## config.mk

```make
export PLATFORM = sky130hd
export DESIGN_NAME = led_pattern_gen
export DESIGN_NICKNAME = d
export VERILOG_FILES = /design/src/rtl/led_pattern_gen.sv
export SDC_FILE = /design/constraint.sdc
export NUM_CORES = 1
export LEC_CHECK = 0
export CAP_MARGIN = 20
export CORE_MARGIN = 3
export CORE_UTILIZATION = 60
export CTS_BUF_LIST = sky130_fd_sc_hd__clkbuf_16
export DETAILED_ROUTE_END_ITERATION = 12
export PLACE_DENSITY = 0.79
export SYNTH_ARGS = -nofsm -noshare
export SYNTH_HDL_FRONTEND = slang
export SYNTH_SLANG_ARGS = --single-unit
```

## constraint.sdc

```tcl
create_clock -name clk_i -period 6.21 [get_ports clk_i]
set_input_delay 1.242 -clock clk_i [delete_from_list [all_inputs] [get_ports clk_i]]
set_output_delay 1.242 -clock clk_i [all_outputs]
set_load 0.1 [all_outputs]
```

## src/rtl/led_pattern_gen.sv

```systemverilog
// Multi-channel LED pattern engine: off, blink, chase and PWM breathe modes,
// all advanced by a prescaled pattern tick derived from the PLL clock.
module led_pattern_gen #(
  parameter int NUM_LEDS = 4,
  parameter int TICK_DIV = 5_000_000,
  parameter int PWM_BITS = 8
) (
  input  logic                clk_i,
  input  logic                rst_i,
  input  logic                en_i,
  input  logic [1:0]          mode_i,
  output logic [NUM_LEDS-1:0] led_o,
  output logic                tick_o
);

  localparam int PRE_W = $clog2(TICK_DIV);
  localparam int POS_W = $clog2(NUM_LEDS);

  localparam logic [PRE_W-1:0]    PRE_LAST = PRE_W'(TICK_DIV - 1);
  localparam logic [PRE_W-1:0]    PRE_ONE  = PRE_W'(1);
  localparam logic [POS_W-1:0]    POS_LAST = POS_W'(NUM_LEDS - 1);
  localparam logic [POS_W-1:0]    POS_ONE  = POS_W'(1);
  localparam logic [PWM_BITS-1:0] DUTY_MAX = {PWM_BITS{1'b1}};
  localparam logic [PWM_BITS-1:0] DUTY_ONE = PWM_BITS'(1);

  typedef enum logic [1:0] {
    MODE_OFF     = 2'd0,
    MODE_BLINK   = 2'd1,
    MODE_CHASE   = 2'd2,
    MODE_BREATHE = 2'd3
  } mode_t;

  typedef enum logic {
    DIR_UP   = 1'b0,
    DIR_DOWN = 1'b1
  } dir_t;

  mode_t               mode_q;
  dir_t                dir_q, dir_d;
  logic [PRE_W-1:0]    pre_q, pre_d;
  logic [PWM_BITS-1:0] pwm_q, pwm_d;
  logic [PWM_BITS-1:0] duty_q, duty_d;
  logic [POS_W-1:0]    pos_q, pos_d;
  logic                blink_q, blink_d;
  logic [NUM_LEDS-1:0] led_d;
  logic [NUM_LEDS-1:0] chase_vec;
  logic                mode_chg;
  logic                tick;

  for (genvar gi = 0; gi < NUM_LEDS; gi++) begin : g_chase
    assign chase_vec[gi] = (pos_q == POS_W'(gi));
  end

  always_comb begin
    pre_d    = pre_q;
    pwm_d    = pwm_q;
    blink_d  = blink_q;
    pos_d    = pos_q;
    duty_d   = duty_q;
    dir_d    = dir_q;
    led_d    = '0;
    mode_chg = (mode_i != mode_q);
    tick     = en_i && (pre_q == PRE_LAST) && !mode_chg;

    if (en_i) begin
      pwm_d = pwm_q + DUTY_ONE;
    end

    // A mode change restarts the pattern and the prescaler, even while frozen.
    if (mode_chg) begin
      pre_d   = '0;
      blink_d = 1'b0;
      pos_d   = '0;
      duty_d  = '0;
      dir_d   = DIR_UP;
    end else begin
      if (en_i) begin
        pre_d = (pre_q == PRE_LAST) ? '0 : pre_q + PRE_ONE;
      end
      if (tick) begin
        case (mode_q)
          MODE_BLINK: blink_d = ~blink_q;
          MODE_CHASE: pos_d = (pos_q == POS_LAST) ? '0 : pos_q + POS_ONE;
          MODE_BREATHE: begin
            // Direction flips on the same tick that reaches the end stop.
            if (dir_q == DIR_UP) begin
              if (duty_q != DUTY_MAX) duty_d = duty_q + DUTY_ONE;
              if (duty_q >= DUTY_MAX - DUTY_ONE) dir_d = DIR_DOWN;
            end else begin
              if (duty_q != '0) duty_d = duty_q - DUTY_ONE;
              if (duty_q <= DUTY_ONE) dir_d = DIR_UP;
            end
          end
          default: ;
        endcase
      end
    end

    case (mode_q)
      MODE_BLINK:   led_d = {NUM_LEDS{blink_q}};
      MODE_CHASE:   led_d = chase_vec;
      MODE_BREATHE: led_d = {NUM_LEDS{pwm_q < duty_q}};
      default:      led_d = '0;
    endcase
  end

  always_ff @(posedge clk_i) begin
    if (rst_i) begin
      mode_q  <= MODE_OFF;
      pre_q   <= '0;
      pwm_q   <= '0;
      blink_q <= 1'b0;
      pos_q   <= '0;
      duty_q  <= '0;
      dir_q   <= DIR_UP;
      led_o   <= '0;
      tick_o  <= 1'b0;
    end else begin
      mode_q  <= mode_t'(mode_i);
      pre_q   <= pre_d;
      pwm_q   <= pwm_d;
      blink_q <= blink_d;
      pos_q   <= pos_d;
      duty_q  <= duty_d;
      dir_q   <= dir_d;
      led_o   <= led_d;
      tick_o  <= tick;
    end
  end

endmodule

```

==> impl_metrics.toml <==
[status]
status = "finished clean"

[clocking]
cts_buffer_depth = 2
clock-sinks = 50
postCtsResizedCells = 0
cts_setup_buffers = 0
cts_tree = "done"
cts_made_buffers = 5
clk_pin_slew_ns = 0.07
clkLatencyLatePin_ns = 0.29
hold_buffers = 0
cts-root-buf = "clkbuf_16"
htreeDepth = 2

[route]
vias = 2189
viasPerCell = 5.87
drt_iter0_markers = 153
drt_pass1_iterations = 4
drt_wl_total_um = 5130
wire_per_inst_um = 13.7
drc_errors = 0
ant_nets = 0

[timing]
finClkSkew_ns = 0.00883
slew_headroom_pct = 35.2
finalCritPeriodShare_pct = 64.4
hold_ws_ns = 0.502
drv_slew = 0
rsz0062_at_grt = "no"
hold_violations = 0
max_freq_ghz = 0.250
worst_slew_pin_slew_ns = 0.970
timing.setup.tns_ns = 0
post-route-min-period_ns = 4.00
setup_viol = 0

[global_routing]
grt_antenna_before_repair = 0
grt_pass1_vias = 2098
grt_first_pass_wirelength_um = 8830
grt_start_max_net_pins = 24
grtUsageTotal_pct = 20.7
overflow = 0

[power]
p_comb_share_pct = 3.7
p_seq_share_pct = 50.2
switching_share_pct = 20.3
p_per_area_mw_per_mm2 = 222
p_leak_uw = 0.000941
pwr-share-clk_pct = 46.1
switching_power_uw = 132
internal_power_uw = 520
total_power_uw = 652
ir_drop_mv = 0.117

[placement]
hpwl_um = 3680
io_buffer_count = 9
place_area_mm2 = 0.00277
place.gp.congestion = 0.914

[worst_hold_path]
min_path_type = "reg2reg"

[logic_synthesis]
syn-num-nets = 343
syn_area_mm2 = 0.00267
ys_seq_area_share_pct = 37.4
synth-seq-cells = 50
async_flop_share_pct = 0
synth_cell_types = 39
synth_cells = 320
synth_edf_count = 0
ys_dominant_reg_cell = "dfxtp_1"
yosysWarnings = 0
syn_avg_cell_area_um2 = 8.36

[worst_setup_path]
required_ns = 6.42
path_class = "in2reg"
arrival_ns = 4.21
cp-start-kind = "primary input"
end_kind = "flop"
path_max_fanout = 19

[cells_and_area]
final_common_cell = "dfxtp_1"
layout_common_cells = "dfxtp_1, nor2_1, xnor2_1, a21oi_1"
insertedDiodeCount = 0
finish.utilization_pct = 70.8
area_growth_pct = 9.78
nets = 345
drive_gt1_share_pct = 2.48
design_area_mm2 = 0.00294

[floorplanning]
dieArea_mm2 = 0.00529
die_h_um = 72.8
rows = 23
start_util_pct = 64.5
dieWidth_um = 72.8
io_pins = 10
core_area_mm2 = 0.00414

[flow_run]
maxCapViolations = 0
==> through the flow <==
step           setup slack (ns)  instances
3_3_place_gp               1.98        365
5_1_grt                    2.03        373
3_5_place_dp               1.92        365
6_report                   2.21        373
4_1_cts                    2.20        373
2_1_floorplan              3.13        320
==> logic make-up after synthesis <==
group                      share of synthesized area (%)
AOI/OAI and AO/OA                                   10.8
and+or+nand+nor                                     27.8
adders and majority gates                           8.42
buffers and inverters                               4.26
xor gates and xnor gates                            10.2
DFF                                                 37.4
muxes                                               1.12
==> Yosys cell counts (2+ instances only) <==
library cell | count | area [um2]
a211oi_1 | 2 | 15.0
a21oi_1 | 19 | 95.1
a31oi_1 | 2 | 12.5
and3_1 | 6 | 37.5
clkbuf_1 | 12 | 45.0
dfxtp_1 | 50 | 1000
ha_1 | 18 | 225
inv_1 | 16 | 60.1
mux2i_1 | 3 | 30.0
nand2_1 | 14 | 52.6
nand2b_1 | 2 | 12.5
nand3_1 | 12 | 60.1
nand4_1 | 11 | 68.8
nand4b_1 | 4 | 35.0
nor2_1 | 41 | 154
nor2b_1 | 10 | 62.6
nor3_1 | 10 | 50.1
nor4_1 | 6 | 37.5
nor4b_1 | 2 | 17.5
o21ai_0 | 13 | 65.1
o31ai_1 | 7 | 52.6
or3_1 | 4 | 25.0
or4_1 | 11 | 82.6
xnor2_1 | 19 | 166
xor2_1 | 12 | 105
==> worst max-delay path, stage by stage <==
cell and delay, ns:
clkdlybuf4s50_1 0.79, nand4_1 0.26, or4_1 0.59, or3_1 0.61
or4_1 0.58, a21oi_1 0.14
==> power groups by stage <==
stage                     Combinational, uW  Clock (uW)  Sequential [uW]
final                                  24.0         301              327
after global routing                   25.9         323              328
after CTS                              24.2         305              327
after detailed placement               24.0           0              335
after global placement                 23.4           0              335
after floorplan                        16.6           0              335
==> path summary, 6_finish.rpt <==
check / from / endpoint / slack [ns] / cells past startpoint
worst min register to register: pwm_q[7] / pwm_q[7] / 0.50 / 2
worst min-delay path: pwm_q[7] / pwm_q[7] / 0.50 / 2
worst max register to register: pre_q[10] / dir_q / 3.45 / 5
worst max-delay path: en_i / dir_q / 2.21 / 6
==> sequential cells by signal, indices dropped and copies added, names as in the netlist, 2 cells and up <==
| name | count |
|---|---|
| mode_q | 2 |
| led_o | 4 |
| pos_q | 2 |
| pwm_q | 8 |
| pre_q | 23 |
| duty_q | 8 |
==> layout make-up <==
type	count	area [um2]
Clock inverter	3	37.5
Sequential cell	50	1000
Timing Repair Buffer	9	90.1
Multi-Input combinational cell	240	1560
Tap cell	50	62.6
Fill cell	334	1210
Inverter	16	60.1
Clock buffer	5	125
==> metal layers <==
layer / GRT usage, % / wire [um] / part of all wire [%] / vias to the layer above
met3: 3.58 / 127 / 2.5 / 7
met4: 8.61 / 59 / 1.2 / 0
met1: 24.5 / 2370 / 46 / 1015
met2: 36.6 / 2560 / 50 / 28
li1: - / - / - / 1139
met5: 0 / 0 / 0 / -
(Power assumes the default switching activity.)
